### src/rtl/bbus_seq_if.sv
// bbus_seq_if: requester handshakes and shared byte-bus pins of the W5300/SL811 sequencer
interface bbus_seq_if;
    logic       w_req;
    logic       w_rnw;
    logic [9:0] w_addr;
    logic [7:0] w_wdata;
    logic       w_ack;
    logic [7:0] w_rdata;
    logic       s_req;
    logic       s_rnw;
    logic       s_a0;
    logic [7:0] s_wdata;
    logic       s_ack;
    logic [7:0] s_rdata;
    logic [7:0] bd_i;
    logic [7:0] bd_o;
    logic       bd_oe;
    logic       brd_n;
    logic       bwr_n;
    logic [9:0] w5300_addr;
    logic       w5300_cs_n;
    logic       sl811_a0;
    logic       sl811_cs_n;
    logic       busy;
    modport slave (
        input  w_req, w_rnw, w_addr, w_wdata, s_req, s_rnw, s_a0, s_wdata, bd_i,
        output w_ack, w_rdata, s_ack, s_rdata, bd_o, bd_oe, brd_n, bwr_n,
               w5300_addr, w5300_cs_n, sl811_a0, sl811_cs_n, busy
    );
    modport master (
        output w_req, w_rnw, w_addr, w_wdata, s_req, s_rnw, s_a0, s_wdata, bd_i,
        input  w_ack, w_rdata, s_ack, s_rdata, bd_o, bd_oe, brd_n, bwr_n,
               w5300_addr, w5300_cs_n, sl811_a0, sl811_cs_n, busy
    );
endinterface

### src/rtl/bbus_seq.sv
// bbus_seq: round-robin arbiter and timed access sequencer for the shared W5300/SL811 byte bus
module bbus_seq #(
    parameter int SETUP_W = 1,
    parameter int STB_W   = 2,
    parameter int STB_S   = 3,
    parameter int RECOV   = 2,
    parameter int CNT_W   = 4
) (
    input  logic       clk,
    input  logic       rst_n,
    bbus_seq_if.slave  b
);
    typedef enum logic [2:0] {S_IDLE, S_SETUP, S_STB, S_HOLD, S_RECOV} state_t;
    localparam logic [CNT_W-1:0] SETUP_L = CNT_W'(SETUP_W - 1);
    localparam logic [CNT_W-1:0] STBW_L  = CNT_W'(STB_W - 1);
    localparam logic [CNT_W-1:0] STBS_L  = CNT_W'(STB_S - 1);
    localparam logic [CNT_W-1:0] RECOV_L = CNT_W'(RECOV > 0 ? RECOV - 1 : 0);
    state_t           st, nxt;
    logic [CNT_W-1:0] cnt, cnt_d;
    logic             gnt_s, rnw, pri_s, a0_q;
    logic [9:0]       addr_q;
    logic [7:0]       wd_q, wr_q, sr_q;
    logic             req, win_s, last, act, stb;
    assign req   = b.w_req | b.s_req;
    // pri_s points away from the last winner, so simultaneous requests alternate
    assign win_s = b.s_req & (~b.w_req | pri_s);
    assign last  = cnt == '0;
    always_comb begin
        nxt   = st;
        cnt_d = last ? cnt : cnt - 1'b1;
        case (st)
            S_IDLE: begin
                nxt   = req ? S_SETUP : S_IDLE;
                cnt_d = SETUP_L;
            end
            S_SETUP: if (last) begin
                nxt   = S_STB;
                cnt_d = gnt_s ? STBS_L : STBW_L;
            end
            S_STB:   nxt = last ? S_HOLD : S_STB;
            S_HOLD: begin
                nxt   = RECOV == 0 ? S_IDLE : S_RECOV;
                cnt_d = RECOV_L;
            end
            S_RECOV: nxt = last ? S_IDLE : S_RECOV;
            default: nxt = S_IDLE;
        endcase
    end
    always_ff @(posedge clk or negedge rst_n)
        if (!rst_n) begin
            st  <= S_IDLE;
            cnt <= '0;
        end else begin
            st  <= nxt;
            cnt <= cnt_d;
        end
    always_ff @(posedge clk or negedge rst_n)
        if (!rst_n) begin
            gnt_s  <= 1'b0;
            rnw    <= 1'b0;
            pri_s  <= 1'b0;
            a0_q   <= 1'b0;
            addr_q <= '0;
            wd_q   <= '0;
            wr_q   <= '0;
            sr_q   <= '0;
        end else begin
            if (st == S_IDLE && req) begin
                gnt_s <= win_s;
                pri_s <= ~win_s;
                rnw   <= win_s ? b.s_rnw : b.w_rnw;
                wd_q  <= win_s ? b.s_wdata : b.w_wdata;
                if (win_s) a0_q <= b.s_a0;
                else addr_q <= b.w_addr;
            end
            if (st == S_STB && last && rnw) begin
                if (gnt_s) sr_q <= b.bd_i;
                else wr_q <= b.bd_i;
            end
        end
    // bus pins decode straight from state so an async reset releases them at once
    assign act          = st inside {S_SETUP, S_STB, S_HOLD};
    assign stb          = st == S_STB;
    assign b.w5300_cs_n = ~(act & ~gnt_s);
    assign b.sl811_cs_n = ~(act & gnt_s);
    assign b.brd_n      = ~(stb & rnw);
    assign b.bwr_n      = ~(stb & ~rnw);
    assign b.bd_oe      = act & ~rnw;
    assign b.bd_o       = wd_q;
    assign b.w5300_addr = addr_q;
    assign b.sl811_a0   = a0_q;
    assign b.w_ack      = (st == S_HOLD) & ~gnt_s;
    assign b.s_ack      = (st == S_HOLD) & gnt_s;
    assign b.w_rdata    = wr_q;
    assign b.s_rdata    = sr_q;
    assign b.busy       = st != S_IDLE;
endmodule

### src/flat_wrapper.sv
// flat-port wrapper written by rule: the top's interface ports become plain ports
module bbus_seq_flat 
#(
    parameter int SETUP_W = 1,
    parameter int STB_W   = 2,
    parameter int STB_S   = 3,
    parameter int RECOV   = 2,
    parameter int CNT_W   = 4
)
  (clk, rst_n, b_w_req, b_w_rnw, b_w_addr, b_w_wdata, b_s_req, b_s_rnw, b_s_a0, b_s_wdata, b_bd_i, b_w_ack, b_w_rdata, b_s_ack, b_s_rdata, b_bd_o, b_bd_oe, b_brd_n, b_bwr_n, b_w5300_addr, b_w5300_cs_n, b_sl811_a0, b_sl811_cs_n, b_busy);
  bbus_seq_if b_i ();
  input  logic clk;
  input  logic rst_n;
  input wire logic [$bits(b_i.w_req)-1:0] b_w_req;
  input wire logic [$bits(b_i.w_rnw)-1:0] b_w_rnw;
  input wire logic [$bits(b_i.w_addr)-1:0] b_w_addr;
  input wire logic [$bits(b_i.w_wdata)-1:0] b_w_wdata;
  input wire logic [$bits(b_i.s_req)-1:0] b_s_req;
  input wire logic [$bits(b_i.s_rnw)-1:0] b_s_rnw;
  input wire logic [$bits(b_i.s_a0)-1:0] b_s_a0;
  input wire logic [$bits(b_i.s_wdata)-1:0] b_s_wdata;
  input wire logic [$bits(b_i.bd_i)-1:0] b_bd_i;
  output wire logic [$bits(b_i.w_ack)-1:0] b_w_ack;
  output wire logic [$bits(b_i.w_rdata)-1:0] b_w_rdata;
  output wire logic [$bits(b_i.s_ack)-1:0] b_s_ack;
  output wire logic [$bits(b_i.s_rdata)-1:0] b_s_rdata;
  output wire logic [$bits(b_i.bd_o)-1:0] b_bd_o;
  output wire logic [$bits(b_i.bd_oe)-1:0] b_bd_oe;
  output wire logic [$bits(b_i.brd_n)-1:0] b_brd_n;
  output wire logic [$bits(b_i.bwr_n)-1:0] b_bwr_n;
  output wire logic [$bits(b_i.w5300_addr)-1:0] b_w5300_addr;
  output wire logic [$bits(b_i.w5300_cs_n)-1:0] b_w5300_cs_n;
  output wire logic [$bits(b_i.sl811_a0)-1:0] b_sl811_a0;
  output wire logic [$bits(b_i.sl811_cs_n)-1:0] b_sl811_cs_n;
  output wire logic [$bits(b_i.busy)-1:0] b_busy;
  assign b_i.w_req = b_w_req;
  assign b_i.w_rnw = b_w_rnw;
  assign b_i.w_addr = b_w_addr;
  assign b_i.w_wdata = b_w_wdata;
  assign b_i.s_req = b_s_req;
  assign b_i.s_rnw = b_s_rnw;
  assign b_i.s_a0 = b_s_a0;
  assign b_i.s_wdata = b_s_wdata;
  assign b_i.bd_i = b_bd_i;
  assign b_w_ack = b_i.w_ack;
  assign b_w_rdata = b_i.w_rdata;
  assign b_s_ack = b_i.s_ack;
  assign b_s_rdata = b_i.s_rdata;
  assign b_bd_o = b_i.bd_o;
  assign b_bd_oe = b_i.bd_oe;
  assign b_brd_n = b_i.brd_n;
  assign b_bwr_n = b_i.bwr_n;
  assign b_w5300_addr = b_i.w5300_addr;
  assign b_w5300_cs_n = b_i.w5300_cs_n;
  assign b_sl811_a0 = b_i.sl811_a0;
  assign b_sl811_cs_n = b_i.sl811_cs_n;
  assign b_busy = b_i.busy;
  bbus_seq #(.SETUP_W(SETUP_W), .STB_W(STB_W), .STB_S(STB_S), .RECOV(RECOV), .CNT_W(CNT_W)) u_core (.clk(clk), .rst_n(rst_n), .b(b_i));
endmodule
### config.mk
export PLATFORM = sky130hd
export DESIGN_NAME = bbus_seq_flat
export DESIGN_NICKNAME = d
export VERILOG_FILES = /design/src/rtl/bbus_seq_if.sv /design/src/rtl/bbus_seq.sv /design/src/flat_wrapper.sv
export SDC_FILE = /design/constraint.sdc
export NUM_CORES = 1
export LEC_CHECK = 0
export ABC_AREA = 1
export CAP_MARGIN = 20
export CORE_MARGIN = 3
export CORE_UTILIZATION = 34
export DETAILED_ROUTE_END_ITERATION = 6
export GPL_TIMING_DRIVEN = 0
export HOLD_SLACK_MARGIN = 0.06
export PLACE_DENSITY = 0.64
export SLEW_MARGIN = 20
export SYNTH_ARGS = -nofsm -noshare
export SYNTH_HDL_FRONTEND = slang
export SYNTH_SLANG_ARGS = --single-unit
export TNS_END_PERCENT = 50
### constraint.sdc
create_clock -name clk -period 1.6 [get_ports clk]
set_input_delay 0.32 -clock clk [delete_from_list [all_inputs] [get_ports clk]]
set_output_delay 0.32 -clock clk [all_outputs]
set_load 0.02 [all_outputs]
==> out/results.ini, run 1 <==
[setup_path]
r2r_slack_ns = 0.13
cp-startpoint = u_core.st[1]
r2r-start = u_core.cnt[0]
critPathRequiredTime_ns = 1.28
worstRegToRegCells = 7
worstSetupPathType = reg -> out
cp-start-kind = flop
r2r_end = u_core.b.w_rdata[3]
cp-endpoint = b_busy
crit_fanout = 4
worstPathArrival_ns = 1.27
end_kind = output pin

[logic_synthesis]
avgSynthCellArea_um2 = 8.262
synth_edf_count = 0
yosys_warnings = 0
synthArstFlopShare_pct = 100.0
synth_most_common_cell = nand2_1
synth.area.top_cells = dfrtp_1 (52%), nand2_1 (21%), nand3_1 (9.7%)
netlist_area_um2 = 2165
synth_nets = 304
ys_seq_area_share_pct = 52.02
ys_ff_latch = 45
syn_inst = 262
ys_top_cells_by_count = nand2_1 (122), dfrtp_1 (45), nand3_1 (42), inv_1 (15), nor2_1 (6)
synth_top_area_share_pct = 52.02
synth_cell_types = 23
synth_top_cell_by_area = dfrtp_1
synthFlopType = dfrtp_1

[place]
port_buffers = 83
gp_congestion = 0.7708
hpwl_mm = 3.976

[pwr]
power.leakage_nw = 1.841
power_w = 0.006180
cellPowerDensity_nw_per_um2 = 1858
vdd_ir_drop_max_uv = 838.9

[cells_and_area]
layout.nets = 404
n_antenna_cell = 0
areaGrowthSynthToFinish_pct = 53.64
final_layout_size_suffix_gt1_share_pct = 16.30
fillCellCount = 585

[floorplan]
rows = 28
core-area_um2 = 6026
io_pins = 84
die_y_um = 85.79
die_w_um = 85.79
die-area_um2 = 7360
initial_core_util_pct = 35.92

[clock_tree]
cts_max_level = 2
numCtsBuffers = 5
cts_tree = done
cts-root-buf = clkbuf_8
cts.sinks = 45
clock_path_buffers = 2
clk_latency_ns = 0.31
clkTransAtPathRegs_ns = 0.08

[drt]
wire_per_inst_um = 12.67
drt_pass1_iterations = 4
drt-total-wl_mm = 5.536
ant_nets = 0
via_count = 1990
vias_per_cell = 4.554
drc = 0
drtIter0Drc = 44

[global_route]
grt.overflow.total = 0
grt_usage_pct = 15.95
grt_pass1_vias = 1931
antenna_found_initial = 0
grt_max_degree = 29
grt_first_pass_wirelength_mm = 9.190

[sta]
worstMarginPinSlew_ns = 0.4274
finalClockSkew_ns = 0.007004
final_hold_viol_count = 0
drv_slew = 0
fin_crit_ns = 1.590
max_slew_margin_pct = 71.50
rsz0062_at_grt = yes
min_period_over_period_pct = 99.39
setup_viol = 0
tns_ns = 0
fmax_mhz = 628.8

[worst_hold_path]
hold_class = reg -> reg

[run_status]
status = finished clean

[run]
cap_viol_max_count = 0

-- cell type report --
type                       count  area, µm²  share of cell area, %
tap                           75      93.84                  2.822
inverter                      17      66.31                  1.994
sequential                    45       1129                  33.94
clock inverter                 2      35.03                  1.053
timing repair buffer          93      945.9                  28.44
buffer                         6      60.06                  1.806
clock buffer                   5      68.82                  2.069
multi-input combinational    194      927.1                  27.88
-- state kept, by name (all words and copies together) (netlist names) --
register and count:
u_core.b.w5300_addr 10, u_core.b.bd_o 8, u_core.b.s_rdata 8, u_core.b.w_rdata 8, u_core.cnt 4, u_core.st 3, u_core.b.sl811_a0 1, u_core.gnt_s 1
u_core.pri_s 1, u_core.rnw 1
-- report_power, final --
group	switching [W]	internal (W)	total, W
clock	0.000398	0.000454	0.000853
sequential	0.000305	0.00166	0.00197
combinational	0.00199	0.00137	0.00336
total	0.00269	0.00349	0.00618
-- cell families (layout without fill, tap and decap cells) --
group           Yosys count  count (layout)  share of synthesized area, %
simple gates            188             188                         40.35
xor+xnor                  1               1                        0.4047
fa+ha+maj                 1               1                        0.5779
flops                    45              45                         52.02
compound gates            4               4                        0.9244
buf+inv                  23             123                         5.722
-- layer usage --
layer / up-vias / part of all wire, % / routed length, µm / GRT usage [%]
li1: 1031 / - / - / -
met1: 900 / 43 / 2367 / 19.22
met2: 50 / 49 / 2727 / 27.19
met3: 9 / 6.4 / 356 / 4.323
met4: 0 / 1.5 / 84 / 6.043
met5: - / 0 / 0 / 0
-- worst max-delay path, stage by stage (launching register included) --
cell,delay (ns)
dfrtp_2,0.44
nor2_4,0.17
nand2_4,0.09
clkdlybuf4s15_2,0.26
-- placed cells by master (no fill, tap or decap), types with 2 or more instances in the layout --
cell	n
buf_6	5
clkdlybuf4s50_1	39
nand3_1	42
nand2_1	120
nor3_1	2
inv_2	5
buf_2	4
dfrtp_1	43
nor2_1	4
o21ai_0	3
nor2_4	4
dfrtp_2	2
nand2_2	4
buf_12	2
clkbuf_8	6
nand2_4	4
nor2_2	3
inv_1	11
dlymetal6s2s_1	20
buf_4	11
nand3_2	2
dlygate4sd2_1	15
-- timing repair --
action | 4_1_cts | 5_1_grt
pin swaps | 3 | 3
setup buffers | 5 | 3
endpoints found under the hold margin | 17 | 0
gates resized for setup | 55 | 31
setup endpoints to repair | 23 | 42
hold buffers | 1 | 0
-- how the worst min path moves through the flow --
stage	startpoint	end	slack (ns)	cells after the start
floorplan	rst_n	u_core.b.bd_o[0]	0.02	0
global placement	u_core.b.w_rdata[4]	u_core.b.w_rdata[4]	0.45	2
detailed placement	rst_n	u_core.b.bd_o[3]	0.29	1
CTS	u_core.b.w5300_addr[9]	u_core.b.w5300_addr[9]	0.47	2
global route	u_core.b.w5300_addr[9]	u_core.b.w5300_addr[9]	0.49	2
finish	u_core.b.w5300_addr[1]	u_core.b.w5300_addr[1]	0.47	2
-- stage by stage --
| step | cell area [µm²] | setup WS (ns) | util (%) | cells | hold WS, ns |
|---|---|---|---|---|---|
| floorplan | 2165 | 0.2452 | - | 262 | 0.02441 |
| global placement | 3089 | -1.110 | 51.27 | 420 | 0.4544 |
| detailed placement | 3104 | -0.3098 | 51.52 | 421 | 0.2900 |
| CTS | 3216 | 0.0005354 | 53.36 | 434 | 0.4740 |
| global route | 3326 | -0.06771 | 55.19 | 437 | 0.4949 |
| finish | 3326 | 0.009720 | 55.19 | 437 | 0.4682 |
Note: power is estimated with default switching activity, not from simulation.
==> run 2: changes to the inputs <==
--- a/config.mk
+++ b/config.mk
@@ -7,7 +7,6 @@
 export LEC_CHECK = 0
 export ABC_AREA = 1
 export CAP_MARGIN = 20
-export CORE_MARGIN = 3
 export CORE_UTILIZATION = 34
 export DETAILED_ROUTE_END_ITERATION = 6
 export GPL_TIMING_DRIVEN = 0
==> run 2 against run 1 <==
Compared with the run above: the flow now finishes with violations (setup timing); total power rose by 3.1%; sequential cell count is the same; final cell count grew 1.1%; clock power increased by 2%; wire length fell by 3.2%; largest cell class unchanged.
==> out/results.ini, run 2 (same netlist as run 1, synthesis figures left out) <==
[worst_hold_path]
hold_start = u_core.b.w5300_addr[3]  ; was u_core.b.w5300_addr[1]
hold_class = reg -> reg  ; unchanged
hold-path-endpoint = u_core.b.w5300_addr[3]  ; was u_core.b.w5300_addr[1]
hold_depth = 2  ; unchanged

[setup_path]
r2r_end = u_core.b.w5300_addr[1]  ; was u_core.b.w_rdata[3]
end_kind = output pin  ; unchanged
crit_fanout = 4  ; unchanged
worstPathCellList = buf_6, nor2_4, nor2_4, nand2_2, buf_6  ; was nor2_4, nand2_4, clkdlybuf4s15_2
r2r_slack_ns = 0.07  ; was 0.13 ns
worstRegToRegCells = 9  ; was 7
cpMaxStageDelayCell = dfrtp_1  ; was dfrtp_2
cp-start-kind = flop  ; unchanged
worstPathArrival_ns = 1.30  ; was 1.27 ns
critPathRequiredTime_ns = 1.28  ; about the same
worstSetupPathType = reg -> out  ; unchanged
r2r-start = u_core.st[0]  ; was u_core.cnt[0]
slowest_delay_ns = 0.42  ; was 0.44 ns

[drt]
via_count = 1998  ; was 1990
wire_per_inst_um = 12.13  ; was 12.67 µm
ant_nets = 0  ; unchanged
drt_pass1_iterations = 4  ; unchanged
drtIter0Drc = 99  ; was 44
drc = 0  ; unchanged
vias_per_cell = 4.520  ; was 4.554
drt-total-wl_mm = 5.360  ; was 5.536 mm

[sta]
timing.final.ws_setup_ns = -0.01581  ; was 0.009720 ns
setup_viol = 2  ; was 0
hold_ws_ns = 0.4667  ; was 0.4682 ns
fin_crit_ns = 1.616  ; was 1.590 ns
rsz0062_at_grt = yes  ; unchanged
fmax_mhz = 618.9  ; was 628.8 MHz
worstMarginPinSlew_ns = 0.4899  ; was 0.4274 ns
max_slew_margin_pct = 67.34  ; was 71.50%
min_period_over_period_pct = 101.0  ; was 99.39%
tns_ns = -0.03019  ; was 0 ns
drv_slew = 0  ; unchanged
finalClockSkew_ns = 0.005016  ; was 0.007004 ns
final_hold_viol_count = 0  ; unchanged

[place]
dp_cells = 421  ; unchanged
hpwl_mm = 3.852  ; was 3.976 mm
gp_congestion = 0.7954  ; was 0.7708
port_buffers = 83  ; unchanged

[clock_tree]
cts_tree = done  ; unchanged
clk_latency_ns = 0.30  ; was 0.31 ns
numCtsBuffers = 5  ; unchanged
cts.sinks = 45  ; unchanged
clock_path_buffers = 2  ; unchanged
cts_max_level = 2  ; unchanged
cts-root-buf = clkbuf_8  ; unchanged
clkTransAtPathRegs_ns = 0.09  ; was 0.08 ns

[floorplan]
io_pins = 84  ; unchanged
core-area_um2 = 6026  ; unchanged
die-area_um2 = 6690  ; was 7360 µm²
die_y_um = 81.79  ; was 85.79 µm
die_w_um = 81.79  ; was 85.79 µm
rows = 28  ; unchanged
initial_core_util_pct = 35.92  ; unchanged

[pwr]
power.leakage_nw = 1.867  ; was 1.841 nW
cellPowerDensity_nw_per_um2 = 1878  ; was 1858 nW/µm²
vdd_ir_drop_max_uv = 894.0  ; was 838.9 µV
power_w = 0.006373  ; was 0.006180 W

[cells_and_area]
fillCellCount = 573  ; was 585
final_layout_size_suffix_gt1_share_pct = 18.53  ; was 16.30%
mostFrequentLayoutCells = nand2_1 (118), dfrtp_1 (43), nand3_1 (42)  ; was nand2_1 (120), dfrtp_1 (43), nand3_1 (42)
layout.nets = 408  ; was 404
n_antenna_cell = 0  ; unchanged
multi_input_area_um2 = 952.2  ; was 927.1 µm²
areaGrowthSynthToFinish_pct = 56.76  ; was 53.64%
final-seq-area_um2 = 1129  ; unchanged
final_cells = 442  ; was 437
layout_commonest_cell = nand2_1  ; unchanged
fin_util_pct = 56.31  ; was 55.19%
largest_reg_flops = 10  ; unchanged

[global_route]
grt_pass1_vias = 1877  ; was 1931
grt_first_pass_wirelength_mm = 8.645  ; was 9.190 mm
grt_max_degree = 26  ; was 29
grt.overflow.total = 0  ; unchanged
antenna_found_initial = 0  ; unchanged
grt_usage_pct = 17.08  ; was 15.95%

[run_status]
violations = setup timing
status = finished with violations  ; was finished clean

[run]
cap_viol_max_count = 0  ; unchanged

## run 2: layout make-up
type                    count  share of cell area (%)
inverters                  17                   1.954
flip-flops and latches     45                   33.26
clock inverters             2                   1.143
clock buffers               6                   2.139
repair buffers             97                   28.91
plain buffers               6                   1.770
multi-input cells         194                   28.06
well taps                  75                   2.765
## run 2: timing repair
item	CTS	global route
pin swaps	2	5
hold buffers	1	0
resized for setup	54	48
hold endpoints to repair	20	0
setup buffers	5	7
setup endpoints to repair	24	36
## run 2: worst max path at each step
stage	start	end	depth (start not counted)
floorplan	u_core.cnt[0]	u_core.b.w_rdata[0]	7
global placement	rst_n	u_core.b.s_rdata[3]	1
detailed placement	u_core.st[2]	b_brd_n	5
CTS	u_core.st[0]	b_w_ack	5
global route	u_core.st[0]	b_w5300_cs_n	5
finish	u_core.st[0]	b_w5300_cs_n	5
## run 2: critical path: cells and delay by family (launching register included)
kind	cells	cell delay, ns
buf+inv	2	0.24
simple gates	3	0.32
flops	1	0.42
## run 2: routing by layer
layer / vias up / GRT usage (%) / wire length [µm]
li1: 1037 / - / -
met1: 898 / 21.51 / 2371
met2: 57 / 28.26 / 2569
met3: 6 / 5.444 / 364
met4: 0 / 4.211 / 55
met5: - / 0 / 0
## run 2: per-stage QoR
stage          setup slack (ns)  cell area, µm²
2_1_floorplan            0.2452            2165
3_3_place_gp             -1.085            3089
3_5_place_dp            -0.3151            3104
4_1_cts                -0.06578            3226
5_1_grt                -0.06920            3393
6_report               -0.01581            3393
## run 2: power breakdown
part,total (W),internal (W),switching (W)
Clock,0.000872,0.000469,0.000403
Combinational,0.00353,0.00148,0.00205
Sequential,0.00198,0.00166,0.000311
Total,0.00637,0.00361,0.00276
